==> src/rtl/my_uart_rx_ctrl.sv <==
// my_uart_rx_ctrl: self-timed RS232 receiver (start + 8 data LSB first + optional parity + 1 stop)
// with a valid strobe, a busy flag and per-frame error flags for the host register block.
module my_uart_rx_ctrl #(
    parameter int CLK_FREQ = 50_000_000,
    parameter int BAUD     = 9600
) (
    input  logic       clk,
    input  logic       rst_n,
    input  logic       rs232_rx,
    input  logic       r_rx_en,
    input  logic [1:0] r_pari_mode,
    output logic [7:0] rx_data,
    output logic       rx_int,
    output logic       rx_valid,
    output logic       parity_err,
    output logic       frame_err
);
    localparam int BPS_CNT = CLK_FREQ / BAUD;
    localparam int CW = $clog2(BPS_CNT);
    localparam logic [CW-1:0] LAST    = CW'(BPS_CNT - 1);
    localparam logic [CW-1:0] HALF_M1 = CW'(BPS_CNT / 2 - 1);
    localparam logic [2:0] IDLE   = 3'd0;
    localparam logic [2:0] START  = 3'd1;
    localparam logic [2:0] DATA   = 3'd2;
    localparam logic [2:0] PARITY = 3'd3;
    localparam logic [2:0] STOP   = 3'd4;

    logic          s1_q, s2_q, dly_q;
    logic [2:0]    state_q, state_d;
    logic [CW-1:0] cnt_q, cnt_d;
    logic [2:0]    idx_q, idx_d;
    logic [7:0]    shreg_q, shreg_d;
    logic [1:0]    pm_q, pm_d;
    logic          pbit_q, pbit_d;
    logic          stop_q, stop_d;
    logic          fin_q, fin_d;
    logic [7:0]    rx_data_q, rx_data_d;
    logic          rx_int_q, rx_int_d;
    logic          rx_valid_q, rx_valid_d;
    logic          perr_q, perr_d;
    logic          ferr_q, ferr_d;
    logic          fall, tick, par_en;

    assign fall   = dly_q & ~s2_q;
    assign tick   = cnt_q == LAST;
    assign par_en = (pm_q == 2'b01) || (pm_q == 2'b10);

    always_comb begin
        state_d    = state_q;
        idx_d      = idx_q;
        shreg_d    = shreg_q;
        pm_d       = pm_q;
        pbit_d     = pbit_q;
        stop_d     = stop_q;
        fin_d      = 1'b0;
        rx_data_d  = rx_data_q;
        rx_int_d   = rx_int_q;
        rx_valid_d = 1'b0;
        perr_d     = perr_q;
        ferr_d     = ferr_q;
        // fin_q marks the clock after the mid-stop sample: publish the frame and drop busy together
        if (fin_q) begin
            rx_data_d  = shreg_q;
            ferr_d     = ~stop_q;
            perr_d     = pm_q == 2'b01 ? pbit_q != ~^shreg_q :
                         pm_q == 2'b10 ? pbit_q != ^shreg_q : 1'b0;
            rx_valid_d = 1'b1;
            rx_int_d   = 1'b0;
            state_d    = IDLE;
        end else begin
            case (state_q)
                IDLE: if (fall && r_rx_en) begin
                    state_d = START;
                    pm_d    = r_pari_mode;
                end
                START: if (cnt_q == HALF_M1) begin
                    state_d  = s2_q ? IDLE : DATA;
                    rx_int_d = s2_q ? rx_int_q : 1'b1;
                    idx_d    = 3'd0;
                end
                DATA: if (tick) begin
                    shreg_d = {s2_q, shreg_q[7:1]};
                    idx_d   = idx_q + 3'd1;
                    if (idx_q == 3'd7) state_d = par_en ? PARITY : STOP;
                end
                PARITY: if (tick) begin
                    pbit_d  = s2_q;
                    state_d = STOP;
                end
                STOP: if (tick) begin
                    stop_d = s2_q;
                    fin_d  = 1'b1;
                end
                default: state_d = IDLE;
            endcase
        end
        cnt_d = (state_d != state_q || tick) ? '0 : cnt_q + 1'b1;
    end

    always_ff @(posedge clk) begin
        if (!rst_n) begin
            s1_q       <= 1'b1;
            s2_q       <= 1'b1;
            dly_q      <= 1'b1;
            state_q    <= IDLE;
            cnt_q      <= '0;
            idx_q      <= 3'd0;
            shreg_q    <= 8'd0;
            pm_q       <= 2'b00;
            pbit_q     <= 1'b0;
            stop_q     <= 1'b0;
            fin_q      <= 1'b0;
            rx_data_q  <= 8'd0;
            rx_int_q   <= 1'b0;
            rx_valid_q <= 1'b0;
            perr_q     <= 1'b0;
            ferr_q     <= 1'b0;
        end else begin
            s1_q       <= rs232_rx;
            s2_q       <= s1_q;
            dly_q      <= s2_q;
            state_q    <= state_d;
            cnt_q      <= cnt_d;
            idx_q      <= idx_d;
            shreg_q    <= shreg_d;
            pm_q       <= pm_d;
            pbit_q     <= pbit_d;
            stop_q     <= stop_d;
            fin_q      <= fin_d;
            rx_data_q  <= rx_data_d;
            rx_int_q   <= rx_int_d;
            rx_valid_q <= rx_valid_d;
            perr_q     <= perr_d;
            ferr_q     <= ferr_d;
        end
    end

    assign rx_data    = rx_data_q;
    assign rx_int     = rx_int_q;
    assign rx_valid   = rx_valid_q;
    assign parity_err = perr_q;
    assign frame_err  = ferr_q;
endmodule
==> config.mk <==
export PLATFORM = sky130hd
export DESIGN_NAME = my_uart_rx_ctrl
export DESIGN_NICKNAME = d
export VERILOG_FILES = /design/src/rtl/my_uart_rx_ctrl.sv
export SDC_FILE = /design/constraint.sdc
export NUM_CORES = 1
export LEC_CHECK = 0
export ABC_AREA = 1
export CAP_MARGIN = 0
export CORE_UTILIZATION = 57
export DETAILED_ROUTE_END_ITERATION = 8
export GPL_TIMING_DRIVEN = 0
export PLACE_DENSITY_LB_ADDON = 0.1
export SLEW_MARGIN = 20
export SYNTH_ARGS = -nofsm -noshare
export SYNTH_HDL_FRONTEND = slang
export SYNTH_SLANG_ARGS = --single-unit
==> constraint.sdc <==
create_clock -name clk -period 1.8 [get_ports clk]
set_input_delay 0.36 -clock clk [delete_from_list [all_inputs] [get_ports clk]]
set_output_delay 0.36 -clock clk [all_outputs]
set_load 0.02 [all_outputs]
==> results of run 1 <==
## power groups by stage
stage,Clock (mW),Combinational (mW),Sequential [mW]
2_1_floorplan,0,0.0767,1.09
3_3_place_gp,0,0.100,1.09
3_5_place_dp,0,0.103,1.09
4_1_cts,0.702,0.136,1.07
5_1_grt,0.747,0.167,1.07
6_report,0.677,0.151,1.07
## cells by family after synthesis
kind of cell | Yosys count
xor gates and xnor gates | 15
adders and majority gates | 5
DFF | 47
buffers and inverters | 54
and+or+nand+nor | 129
AOI/OAI and AO/OA | 38
## metal layers
layer,routed length (um),part of all wire
met5,0,0
met4,57,0.013
met3,93,0.021
met2,2220,0.51
met1,1960,0.45
## sequential cells by signal (all words and copies together) (netlist names), 2 cells and up
register	flops
pm_q	2
cnt_q	13
idx_q	3
shreg_q	8
state_q	3
rx_data	8
## what timing repair did
item,4_1_cts,5_1_grt
setup endpoints to repair,10,16
pin swaps,5,7
buffers inserted,1,6
gates resized for setup,9,26
cloned,1,0
## through the flow
step | setup TNS, ns | power [mW] | hold slack [ns] | cells | util
after floorplan | 0 | 1.16 | 0.393 | 288 | -
after global placement | -1.04 | 1.19 | 0.399 | 352 | 0.665
after detailed placement | -1.41 | 1.19 | 0.411 | 352 | 0.665
after CTS | 0 | 1.91 | 0.420 | 362 | 0.716
after global routing | -0.488 | 1.99 | 0.444 | 368 | 0.752
final | 0 | 1.90 | 0.420 | 368 | 0.752
## critical path, delay by kind of cell, from the launching register on
kind / cells / cell delay, ns
buffers and inverters: 1 / 0.26
adder cells (fa/ha/maj): 2 / 0.32
flip-flops: 1 / 0.34
AND/OR/NAND/NOR: 9 / 0.71
## area by class of cell
cell class / count / area [um^2]
plain buffers: 6 / 48.8
clock buffers: 5 / 68.8
clock inverters: 3 / 27.5
fillers: 301 / 921
inverters: 48 / 180
multi-input cells: 187 / 1190
flip-flops and latches: 47 / 953
well taps: 48 / 60.1
repair buffers: 24 / 270
## cell usage after synthesis
library cell,instances
sky130_fd_sc_hd__nor3_1,8
sky130_fd_sc_hd__buf_2,1
sky130_fd_sc_hd__a21boi_0,1
sky130_fd_sc_hd__or2_2,5
sky130_fd_sc_hd__clkbuf_1,2
sky130_fd_sc_hd__o21ai_0,17
sky130_fd_sc_hd__nand3_2,1
sky130_fd_sc_hd__nor3_2,11
sky130_fd_sc_hd__a21oi_1,9
sky130_fd_sc_hd__o2111ai_1,1
sky130_fd_sc_hd__nand3b_1,2
sky130_fd_sc_hd__a211oi_1,8
sky130_fd_sc_hd__nand4_1,3
sky130_fd_sc_hd__buf_4,1
sky130_fd_sc_hd__dfxtp_1,47
sky130_fd_sc_hd__nand3_1,13
sky130_fd_sc_hd__o21ai_2,1
sky130_fd_sc_hd__xnor2_1,7
sky130_fd_sc_hd__nor2_4,4
sky130_fd_sc_hd__nand2_4,1
sky130_fd_sc_hd__o211a_1,1
sky130_fd_sc_hd__inv_2,2
sky130_fd_sc_hd__nand2_1,47
sky130_fd_sc_hd__nor2_1,24
sky130_fd_sc_hd__buf_1,1
sky130_fd_sc_hd__inv_1,46
sky130_fd_sc_hd__buf_6,1
sky130_fd_sc_hd__ha_1,5
sky130_fd_sc_hd__nor2_2,3
sky130_fd_sc_hd__nand2_2,7
sky130_fd_sc_hd__xor2_1,8
## how the worst max path moves through the flow
stage	from	endpoint	cells past startpoint
2_1_floorplan	cnt_q[0]	cnt_q[2]	11
3_3_place_gp	r_rx_en	cnt_q[6]	11
3_5_place_dp	r_rx_en	cnt_q[11]	11
4_1_cts	idx_q[0]	cnt_q[0]	12
5_1_grt	cnt_q[1]	cnt_q[0]	12
6_report	idx_q[0]	cnt_q[2]	12
==> results.toml, run 1 <==
[synth]
synth-compound-area-share = 0.100
total_nets_after_synthesis = 299
synth.largest_area_cell = "sky130_fd_sc_hd__dfxtp_1"
synth_seq_area_share = 0.418
synth_area_um2 = 2250
syn_avg_cell_area_um2 = 7.82
multiplexer_share_of_the_synthesized_area = 0
synth_top_cell_area_share = 0.418
combinational_family_with_the_most_area_after_synthesis = "simple AND/OR/NAND/NOR gates"
yosys-top-cells-area = "sky130_fd_sc_hd__dfxtp_1 (42%), sky130_fd_sc_hd__nand2_1 (7.8%), sky130_fd_sc_hd__inv_1 (7.7%), sky130_fd_sc_hd__nor3_2 (4.9%), sky130_fd_sc_hd__nor2_1 (4.0%)"
synth_cell_types = 31
synth-adder-area-share = 0.0278
synthXorXnorAreaFrac = 0.0584
ys.warnings.count = 0
synth.ff_latch_count = 47
synthSimpleGateAreaFrac = 0.300
synthesis.instances = 288

[setup_path]
worstReg2RegStart = "idx_q[0]"
critical_path.reg2reg.endpoint = "cnt_q[2]"
critical-path-slowest-cell = "sky130_fd_sc_hd__dfxtp_2"
cell_breakdown_of_the_critical_path = "ha_2, ha_4, nand2_1, nor2_1, nand3_1, nand2_2, nor2_2, nor2_2, nand2_2, nand2_4, bufbuf_16, nor3_2"
crit_arrival_ns = 1.95
critPathKind = "reg2reg"
timing.reg2reg.setup_slack_ns = 0.05
crit_path_max_fanout = 5
crit_path_start_kind = "register"
crit_required_ns = 2.00
critPathCaptureType = "register"
ff2ff_path_depth = 12
slowest_delay_ns = 0.34

[timing]
timing.final.hold_violations = 0
fmax_ghz = 0.572
rsz0062_at_grt = "true"
finalClockSkew_ns = 0.00995
slew-limit-headroom = 0.682
timing.final.max_slew_violations = 0
layout_worst_path_cycle_share = 0.972
final_critical_path_setup_slack_ns = 0.0502
measured_slew_at_the_worst_slew_check_pin_ns = 0.476
timing.final.crit_period_ns = 1.75
finalSetupViolations = 0

[grt]
antenna_violations_before_repair = 0
grt_usage = 0.228
grt_overflow = 0
grt.busiest_layer = "met2"
grt_pass1_wl_um = 7330
grtUsageMet2 = 0.421
grt_util_met1 = 0.251
met3_usage = 0.0528
grt_start_max_net_pins = 18
via_count_of_the_first_global_routing_pass = 1712

[place]
pre_cts_ws_ns = -0.144
place.port_buffers = 16
dp_hpwl_um = 2980
placed_area_um2 = 2470
gp_congestion = 0.911

[route]
detailroute.via_count = 1811
ant_nets = 0
drtPass1Iterations = 4
wl_um = 4330
wire_per_inst_um = 11.8
routed_via_density = 4.92
drt_first_iter_violations = 95
drcViolationCount = 0

[power_and_ir_drop]
reported_net_switching_power_mw = 0.476
seqPwrFrac = 0.564
clockPowerShare = 0.357
switching_share = 0.251
share_comb_of_total_power = 0.080
power_density_nw_per_um2 = 679
vdd_drop_max_v = 0.000579
power_report.internal_total_mw = 1.42
static-leakage-power_nw = 1.05

[floorplan]
die_h_um = 64.8
dieWidth_um = 64.8
rows = 22
design.die.area_um2 = 4200
initial_utilization = 0.606
floorplan.core_area_um2 = 3720
ios = 18

[cts]
tritoncts = "done"
cts_made_buffers = 5
htreeDepth = 2
ctsRootBufferMaster = "sky130_fd_sc_hd__clkbuf_8"
worst_skew_pair_latency_ns = 0.31
cts.sink_count = 47
cts.clk_slew.worst_paths_ns = 0.09
clock_tree_buffer_depth = 2
ctsHoldBuffers = 0

[worst_hold_path]
whs_endpoint = "idx_q[0]"
min_path_type = "in2reg"
whs_path_depth = 3
hold_path.startpoint = "rst_n"

[cells_and_area]
synthToLayoutAreaGrowth_pct = 24.2
post_route_cells_drive_above_1_share = 0.234
fin_nets = 330
antenna_cells_inserted = 0
most_frequent_cells_in_the_layout = "sky130_fd_sc_hd__nand2_1 (45), sky130_fd_sc_hd__inv_1 (44), sky130_fd_sc_hd__dfxtp_1 (39)"
layout.cells.most_common = "sky130_fd_sc_hd__nand2_1"
layout.cell_area.non_filler_um2 = 2800

[job]
maxCapViolCount = 0

[status]
outcome = "complete, no violations"
(Power assumes the default switching activity.)
==> run 2, diff against run 1 <==
Settings changed: CAP_MARGIN 0 to default.
==> results of run 2 <==
Same layout as run 1: the final DEF is identical, and so are final timing and power.
==> run 3, diff against run 2 <==
Clock period 1.8 ns to 1.91 ns, I/O delays scaled along.
==> results.toml, run 3 (synthesis gave the netlist of run 1 again) <==
[status]
outcome = "complete, no violations"

[cts]
cts.clk_slew.worst_paths_ns = 0.09
ctsRootBufferMaster = "sky130_fd_sc_hd__clkbuf_8"
cts_made_buffers = 5
cts.sink_count = 47
cts_post_setup_buffers_inserted = 0
tritoncts = "done"
htreeDepth = 2
worst_skew_pair_latency_ns = 0.31
clock_tree_buffer_depth = 2

[cells_and_area]
antenna_cells_inserted = 0
most_frequent_cells_in_the_layout = "sky130_fd_sc_hd__nand2_1 (47), sky130_fd_sc_hd__inv_1 (46), sky130_fd_sc_hd__dfxtp_1 (46)"
stdcell_count = 361
post_route_cells_drive_above_1_share = 0.166
layout.core_utilization = 0.707
layout.cell_area.non_filler_um2 = 2630
synthToLayoutAreaGrowth_pct = 16.7
layout.cells.most_common = "sky130_fd_sc_hd__nand2_1"
flip_flop_count_of_the_largest_register_all_copies_and_words_added = 13
fin_nets = 323
regMostFlops = "cnt_q"
filler_cell_count = 321

[power_and_ir_drop]
switching_share = 0.251
reported_net_switching_power_mw = 0.441
share_comb_of_total_power = 0.064
power_density_nw_per_um2 = 669
static-leakage-power_nw = 0.986
seqPwrFrac = 0.572
total_power_mw = 1.76
clockPowerShare = 0.365
power_report.internal_total_mw = 1.32
vdd_drop_max_v = 0.000534

[place]
place.port_buffers = 16
dp_hpwl_um = 2980
pre_cts_ws_ns = -0.0558
dp_cells = 352
placed_area_um2 = 2470
gp_congestion = 0.911

[route]
wl_um = 4060
ant_nets = 0
drcViolationCount = 0
detailroute.via_count = 1769
drtPass1Iterations = 4
routed_via_density = 4.90
wire_per_inst_um = 11.3
drt_first_iter_violations = 85

[grt]
via_count_of_the_first_global_routing_pass = 1624
antenna_violations_before_repair = 0
grt_overflow = 0
grt_pass1_wl_um = 6960
grt_start_max_net_pins = 18
grt_usage = 0.217

[setup_path]
worstReg2RegStart = "cnt_q[0]"
critical_path.top_delay_family = "simple AND/OR/NAND/NOR gates"
startpoint = "cnt_q[0]"
critical-path-slowest-cell = "sky130_fd_sc_hd__dfxtp_2"
crit_path_max_fanout = 5
critPathCaptureType = "register"
crit_arrival_ns = 1.96
critPathKind = "reg2reg"
crit_path_start_kind = "register"
cp_num_buf_inv = 1
cell_breakdown_of_the_critical_path = "ha_2, nand3_2, nor2_4, nand2_4, nand2_2, nand2_2, o21ai_2, nand2_1, nand2_4, clkbuf_16, nor3_2"
crit_required_ns = 2.11
slowest_delay_ns = 0.36

[timing]
finalClockSkew_ns = 0.00978
final_critical_path_setup_slack_ns = 0.156
fmax_ghz = 0.570
layout_worst_path_cycle_share = 0.919
timing.final.max_slew_violations = 0
finalSetupViolations = 0
hold_ws_ns = 0.430
setup_total_negative_slack_ns = 0
slew-limit-headroom = 0.680
timing.final.hold_violations = 0
measured_slew_at_the_worst_slew_check_pin_ns = 0.480
timing.final.crit_period_ns = 1.75
rsz0062_at_grt = "false"

[floorplan]
floorplan.core_area_um2 = 3720
die_h_um = 64.8
dieWidth_um = 64.8
rows = 22
ios = 18
design.die.area_um2 = 4200
initial_utilization = 0.606

[worst_hold_path]
min_path_type = "reg2reg"
hold_path.startpoint = "cnt_q[0]"

[job]
maxCapViolCount = 0
[run 3: cell count changes in the layout (fill, tap and decap cells not counted), moves of 2 or more]
cell                      delta
sky130_fd_sc_hd__dfxtp_1     +7
sky130_fd_sc_hd__dfxtp_2     -6
sky130_fd_sc_hd__buf_4       -5
sky130_fd_sc_hd__buf_12      -2
sky130_fd_sc_hd__ha_1        +2
sky130_fd_sc_hd__ha_4        -2
sky130_fd_sc_hd__inv_1       +2
sky130_fd_sc_hd__inv_2       -2
sky130_fd_sc_hd__nand2_1     +2
sky130_fd_sc_hd__nand2_4     -2
[run 3: power groups by stage]
stage | clock, mW | sequential [mW] | combinational (mW)
2_1_floorplan | 0 | 1.02 | 0.0723
3_3_place_gp | 0 | 1.03 | 0.0946
3_5_place_dp | 0 | 1.03 | 0.0968
4_1_cts | 0.661 | 1.00 | 0.0974
5_1_grt | 0.703 | 1.01 | 0.125
6_report | 0.641 | 1.00 | 0.112
[run 3: timing repair]
action | in CTS | in global routing
gates resized for setup | 0 | 8
hold buffers | 0 | 0
endpoints found under the setup margin | 0 | 15
[run 3: cell type report]
type                    instances  area, um^2  area share
plain buffers                   6        42.5      0.0162
multi-input cells             187        1120       0.426
clock buffers                   5        68.8      0.0262
flip-flops and latches         47         942       0.359
inverters                      48         180      0.0686
repair buffers                 17         185      0.0705
clock inverters                 3        27.5      0.0105
well taps                      48        60.1      0.0229
[run 3: final timing paths]
path              end  slack [ns]  depth (start not counted)
max          cnt_q[6]        0.16                         11
min          cnt_q[0]        0.43                          1
max reg2reg  cnt_q[6]        0.16                         11
min reg2reg  cnt_q[0]        0.43                          1
[run 3: routing by layer]
metal / wire, um / part of all wire / track usage
met5: 0 / 0 / 0
met4: 51 / 0.013 / 0.0750
met3: 88 / 0.022 / 0.0528
met2: 2040 / 0.50 / 0.395
met1: 1890 / 0.46 / 0.243
